==> src/rtl/booth_pkg.sv <==
// booth_pkg -- shared types for the sequential radix-4 Booth multiplier.
//   booth_state_e : controller states (IDLE, RUN, DONE)
//   booth_op_e    : partial-product selection produced by the Booth recoder
//   booth_decode  : maps a multiplier bit triplet to its partial-product selection
package booth_pkg;

  typedef enum logic [1:0] {IDLE, RUN, DONE} booth_state_e;

  typedef enum {B_ZERO, B_P1, B_P2, B_M1, B_M2} booth_op_e;

  function automatic booth_op_e booth_decode(input logic [2:0] trip);
    booth_op_e op;
    case (trip)
      3'b001, 3'b010: op = B_P1;
      3'b011:         op = B_P2;
      3'b100:         op = B_M2;
      3'b101, 3'b110: op = B_M1;
      default:        op = B_ZERO;
    endcase
    return op;
  endfunction

endpackage

==> src/rtl/booth_mult_seq_if.sv <==
// booth_mult_seq_if -- start/busy/done handshake bundle of the Booth multiplier.
//   start, is_signed, multiplier, multiplicand : request side (driven by master)
//   product, busy, done                        : result side (driven by slave)
interface booth_mult_seq_if #(
  parameter int WIDTH = 8
);
  logic               start;
  logic               is_signed;
  logic [WIDTH-1:0]   multiplier;
  logic [WIDTH-1:0]   multiplicand;
  logic [2*WIDTH-1:0] product;
  logic               busy;
  logic               done;

  modport master (
    output start, is_signed, multiplier, multiplicand,
    input  product, busy, done
  );

  modport slave (
    input  start, is_signed, multiplier, multiplicand,
    output product, busy, done
  );
endinterface

==> src/rtl/booth_pp_gen.sv <==
// booth_pp_gen -- combinational radix-4 Booth partial-product generator.
//   trip  : multiplier triplet {b[i+1], b[i], b[i-1]}
//   mcand : extended multiplicand (EXT bits, signed)
//   pp    : selected partial product 0, +-M or +-2M (EXT+1 bits, signed)
module booth_pp_gen
  import booth_pkg::*;
#(
  parameter int EXT = 10
) (
  input  logic [2:0]            trip,
  input  logic signed [EXT-1:0] mcand,
  output logic signed [EXT:0]   pp
);

  booth_op_e            op;
  logic signed [EXT:0]  m1;

  always_comb begin
    op = booth_decode(trip);
    m1 = {mcand[EXT-1], mcand};
    // 2M cannot overflow: the extended multiplicand carries two sign/zero bits.
    case (op)
      B_P1:    pp = m1;
      B_P2:    pp = m1 <<< 1;
      B_M1:    pp = -m1;
      B_M2:    pp = -(m1 <<< 1);
      default: pp = '0;
    endcase
  end

endmodule

==> src/rtl/booth_mult_seq.sv <==
// booth_mult_seq -- sequential radix-4 Booth multiplier, 2 multiplier bits per clock.
//   clk      : rising-edge clock
//   reset_n  : asynchronous active-low reset
//   bus      : booth_mult_seq_if slave (start/is_signed/operands in, product/busy/done out)
// Operands are latched on an accepted start (IDLE or DONE) and sign- or zero-extended
// to WIDTH+2 bits, so signed and unsigned products share one datapath. The result is
// registered on the edge leaving DONE, giving done one clock after the DONE state.
module booth_mult_seq
  import booth_pkg::*;
#(
  parameter int WIDTH = 8
) (
  input  logic            clk,
  input  logic            reset_n,
  booth_mult_seq_if.slave bus
);

  localparam int EXT = WIDTH + 2;
  localparam int NIT = WIDTH / 2 + 1;
  localparam int CW  = $clog2(NIT + 1);
  localparam int AW  = 2 * EXT + 1;

  if ((WIDTH % 2 != 0) || (WIDTH < 4)) begin : g_width_check
    $error("booth_mult_seq: WIDTH must be even and >= 4");
  end

  function automatic logic [EXT-1:0] extend(input logic [WIDTH-1:0] v, input logic sgn);
    return {{2{sgn & v[WIDTH-1]}}, v};
  endfunction

  booth_state_e          state_q, state_nxt;
  logic                  accept;
  logic signed [EXT-1:0] mcand_q;
  logic [AW-1:0]         acc_q;
  logic [CW-1:0]         cnt_q;
  logic [2*WIDTH-1:0]    product_q;
  logic                  done_q;

  logic [EXT-1:0]        upper;
  logic signed [EXT:0]   pp;
  logic signed [EXT:0]   sum;
  logic [AW-1:0]         acc_nxt;

  booth_pp_gen #(.EXT(EXT)) u_pp_gen (
    .trip  (acc_q[2:0]),
    .mcand (mcand_q),
    .pp    (pp)
  );

  // Step: add the partial product into the upper field (one extra bit of headroom),
  // then arithmetic shift the whole accumulator right by two.
  always_comb begin
    upper   = acc_q[AW-1:EXT+1];
    sum     = $signed({upper[EXT-1], upper}) + pp;
    acc_nxt = {sum[EXT], sum, acc_q[EXT:2]};
  end

  always_comb begin
    state_nxt = state_q;
    accept    = 1'b0;
    case (state_q)
      IDLE: begin
        if (bus.start) begin
          accept    = 1'b1;
          state_nxt = RUN;
        end
      end
      RUN: begin
        if (cnt_q == CW'(NIT - 1)) state_nxt = DONE;
      end
      DONE: begin
        if (bus.start) begin
          accept    = 1'b1;
          state_nxt = RUN;
        end else begin
          state_nxt = IDLE;
        end
      end
      default: state_nxt = IDLE;
    endcase
  end

  always_ff @(posedge clk or negedge reset_n) begin
    if (!reset_n) begin
      state_q   <= IDLE;
      mcand_q   <= '0;
      acc_q     <= '0;
      cnt_q     <= '0;
      product_q <= '0;
      done_q    <= 1'b0;
    end else begin
      state_q <= state_nxt;
      done_q  <= (state_q == DONE);
      // The finished product sits in acc bits [2*WIDTH:1]; bit 0 is the Booth seed.
      if (state_q == DONE) product_q <= acc_q[2*WIDTH:1];
      if (accept) begin
        mcand_q <= extend(bus.multiplicand, bus.is_signed);
        acc_q   <= {{EXT{1'b0}}, extend(bus.multiplier, bus.is_signed), 1'b0};
        cnt_q   <= '0;
      end else if (state_q == RUN) begin
        acc_q <= acc_nxt;
        cnt_q <= cnt_q + CW'(1);
      end
    end
  end

  assign bus.product = product_q;
  assign bus.busy    = (state_q == RUN);
  assign bus.done    = done_q;

endmodule
==> src/flat_wrapper.sv <==
// flat-port wrapper written by rule: the top's interface ports become plain ports
module booth_mult_seq_flat import booth_pkg::*;
#(
  parameter int WIDTH = 8
)
  (clk, reset_n, bus_start, bus_is_signed, bus_multiplier, bus_multiplicand, bus_product, bus_busy, bus_done);
  booth_mult_seq_if #(.WIDTH(WIDTH)) bus_i ();
  input  logic clk;
  input  logic reset_n;
  input wire logic [$bits(bus_i.start)-1:0] bus_start;
  input wire logic [$bits(bus_i.is_signed)-1:0] bus_is_signed;
  input wire logic [$bits(bus_i.multiplier)-1:0] bus_multiplier;
  input wire logic [$bits(bus_i.multiplicand)-1:0] bus_multiplicand;
  output wire logic [$bits(bus_i.product)-1:0] bus_product;
  output wire logic [$bits(bus_i.busy)-1:0] bus_busy;
  output wire logic [$bits(bus_i.done)-1:0] bus_done;
  assign bus_i.start = bus_start;
  assign bus_i.is_signed = bus_is_signed;
  assign bus_i.multiplier = bus_multiplier;
  assign bus_i.multiplicand = bus_multiplicand;
  assign bus_product = bus_i.product;
  assign bus_busy = bus_i.busy;
  assign bus_done = bus_i.done;
  booth_mult_seq #(.WIDTH(WIDTH)) u_core (.clk(clk), .reset_n(reset_n), .bus(bus_i));
endmodule
==> config.mk <==
export PLATFORM = sky130hd
export DESIGN_NAME = booth_mult_seq_flat
export DESIGN_NICKNAME = d
export VERILOG_FILES = /design/src/rtl/booth_pkg.sv /design/src/rtl/booth_mult_seq_if.sv /design/src/rtl/booth_pp_gen.sv /design/src/rtl/booth_mult_seq.sv /design/src/flat_wrapper.sv
export SDC_FILE = /design/constraint.sdc
export NUM_CORES = 1
export LEC_CHECK = 0
export CAP_MARGIN = 30
export CORE_MARGIN = 10
export CORE_UTILIZATION = 60
export CTS_CLUSTER_DIAMETER = 60
export CTS_CLUSTER_SIZE = 40
export DETAILED_ROUTE_END_ITERATION = 10
export PLACE_DENSITY = 0.85
export SYNTH_ARGS = -nofsm -noshare
export SYNTH_HDL_FRONTEND = slang
export SYNTH_HIERARCHICAL = 1
export SYNTH_SLANG_ARGS = --single-unit
export TNS_END_PERCENT = 30
==> constraint.sdc <==
create_clock -name clk -period 8.2 [get_ports clk]
set_input_delay 2.46 -clock clk [delete_from_list [all_inputs] [get_ports clk]]
set_output_delay 2.46 -clock clk [all_outputs]
set_load 0.03 [all_outputs]
==> out/metrics.csv <==
stage,metric,value,unit
status,status,"finished, final reports clean",
final_layout,layout cells sized above 1,11.0,%
worst_hold_path,hold_sp,u_core/bus.product[1],
sta,Fin. Hold Viols,0,
clocking,CTS Hold Buffers Added,0,
logic_synthesis,"Cell Area, Synth",3050,µm²
final_layout,"commonest non-fill, non-tap cell in the layout",nand2_1,
clocking,CTS Root Cell,clkbuf_8,
logic_synthesis,syn_nets,367,
global_route,largest net degree at the start of global routing,52,
setup_path,CP Launch Type,register,
global_route,initial antenna violation count,0,
final_layout,"commonest non-fill, non-tap cells in the layout","nand2_1, dfrtp_1, clkdlybuf4s50_1",
setup_path,Crit path required time,5740,ps
drt,drt first-iter violations,245,
die,Die Y,91.3,µm
logic_synthesis,count of different cell masters after synthesis,58,
die,Std-Cell Rows,25,
sta,hold_ws,510,ps
final_layout,filler instances,367,
worst_hold_path,WHS Endpoint,u_core/bus.product[1],
drt,DR WL/cell,16.6,µm
die,core area,4820,µm²
logic_synthesis,"Top FF cell, synth",dfrtp_1,
logic_synthesis,Post-synth EDFFs,0,
die,Die Width,91.3,µm
die,Initial Utilization,63.3,%
clocking,H-tree levels,2,
global_route,gr usage total,17.1,%
logic_synthesis,Yosys Warn Count,6,
setup_path,critical path arrival,2260,ps
global_route,first-pass GRT wire length,12000,µm
logic_synthesis,post-synthesis async set-or-reset flop share,100,%
sta,fin crit period,4720,ps
drt,via count,2597,
global_route,most used routing layer,met2,
placement,DP Wirelength,5050,µm
logic_synthesis,Yosys reg bits,51,
setup_path,reg-to-reg setup timing slack,4610,ps
global_route,met1 Usage GRT,22.1,%
logic_synthesis,sequential share of the synthesized area,41.9,%
job,Max Cap Viol,0,
logic_synthesis,Synth Area per Inst,9.16,µm²
global_route,met2 Resource Use GR,27.9,%
drt,DRT Wirelength,7180,µm
setup_path,RR Endpoint,u_core/acc_q[19],
die,Die Area,8330,µm²
sta,f_max,212,MHz
setup_path,"critical path fanouts, max",19,
final_layout,diode count,0,
sta,unrepaired setup endpoints after global routing,false,
sta,Worst slew margin,41.7,%
clocking,clock tree buffer depth,2,
setup_path,kind of critical path,reg -> out,
sta,post-route setup TNS,0,ps
clocking,setup bufs post-CTS,0,
logic_synthesis,synthesized instance count,333,
drt,DR DRC count,0,
worst_hold_path,Worst Hold Class,reg -> reg,
clocking,Worst-path clk slew,90,ps
drt,1st-pass router iterations,5,
final_layout,Layout area overhead,16.1,%
clocking,# resized after CTS,0,
final_layout,final net count,398,
global_route,Overflow after GRT,0,
sta,Pins Over Slew Limit,0,
clocking,CTS tree,done,
setup_path,worst reg-to-reg path cell count,13,
setup_path,worst r2r src,u_core/mcand_q[1],
placement,input/output buffers,37,
setup_path,Crit. End Element,output port,
global_route,met3 usage,3.95,%
sta,Tcrit/Tclk final,57.6,%
sta,Layout Skew,3.74,ps
placement,gpl congestion,0.869,
die,IO Count,38,
sta,Setup-failing EPs final,0,
worst_hold_path,depth of the worst hold-timing path,1,
sta,actual slew at the worst max-slew pin,875,ps
clocking,TritonCTS Buffers,5,
drt,drt via density,6.01,
drt,Detail Route Antenna Nets,0,
clocking,clock latency on the worst-skew pair,300,ps
clocking,clock sink count,51,
global_route,vias in the first global route,2461,
## how the worst max path moves through the flow
stage	from	to	slack, ps	cells after the start
2_1_floorplan	u_core/state_q[1]	bus_busy	4560	3
3_3_place_gp	bus_start	u_core/acc_q[19]	3880	6
3_5_place_dp	u_core/state_q[1]	bus_busy	3850	3
4_1_cts	u_core/state_q[1]	bus_busy	3490	3
5_1_grt	u_core/state_q[1]	bus_busy	3360	3
6_report	u_core/state_q[1]	bus_busy	3480	3
## area by class of cell
type | instances | area (µm²) | area share [%]
Multi-Input combinational cell | 252 | 1640 | 46.4
Clock inverter | 1 | 8.76 | 0.247
Inverter | 14 | 52.6 | 1.48
Timing Repair Buffer | 40 | 388 | 11.0
Clock buffer | 7 | 86.3 | 2.44
Sequential cell | 51 | 1280 | 36.1
Tap cell | 67 | 83.8 | 2.37
## layer usage
layer / part of all wire (%) / vias to the layer above
met5: 0 / -
li1: - / 1234
met2: 49 / 115
met3: 6.7 / 12
met1: 43 / 1236
met4: 1.4 / 0
## registers in the layout, indices dropped and copies added, names as in the netlist
signal / cells
u_core/acc_q: 20
u_core/bus.done: 1
u_core/bus.product: 16
u_core/cnt_q: 3
u_core/mcand_q: 9
u_core/state_q: 2
## through the flow
step | instances | cell area [µm²] | setup slack (ps) | utilization (%)
floorplan | 333 | 3050 | 4560 | -
global placement | 423 | 3440 | 3880 | 71.4
detailed placement | 424 | 3440 | 3850 | 71.5
CTS | 432 | 3540 | 3490 | 73.5
global route | 432 | 3540 | 3360 | 73.5
finish | 432 | 3540 | 3480 | 73.5
## critical path, cell delays in order, from the launching register on
cell and delay (ps):
dfrtp_1 390, nand2b_1 410, inv_2 410, clkdlybuf4s50_1 750
## synth_stat cells (2+ instances only)
library cell  number  area share [%]
buf_6              2            0.74
dfrtp_1           51              42
mux2i_1            3            0.98
a311oi_1           2            0.57
nand2_1           71             8.7
nor2_1            17             2.1
a22oi_1            7             1.7
nand4_1            2            0.41
ha_1              13             5.3
o21ai_0           17             2.8
a22o_1             2            0.57
a221oi_1           3            0.86
xor2_1             8             2.3
a31oi_1            9             1.8
mux2_2            15             5.5
o22ai_1            2            0.41
nand3_1            5            0.82
o211ai_2           2            0.82
or3_1              2            0.41
xnor2_1           10             2.9
nor3_1             7             1.1
and4_1             2            0.57
inv_1             12             1.5
clkbuf_1          12             1.5
a311o_1            2            0.66
a21oi_1           16             2.6
nand2b_1           6             1.2
nor2b_1            3            0.62
## cell families (layout without fill, tap and decap cells)
group | count (synthesis) | after routing | synth area share (%)
compound gates | 75 | 75 | 16.9
xor+xnor | 18 | 18 | 5.17
fa+ha+maj | 14 | 14 | 5.99
buf+inv | 30 | 62 | 4.23
flops | 51 | 51 | 41.9
mux | 18 | 18 | 6.52
simple gates | 127 | 127 | 19.4
Power is not shown: default switching activity piles up to over one toggle a cycle in this logic, so the estimate is an artifact.
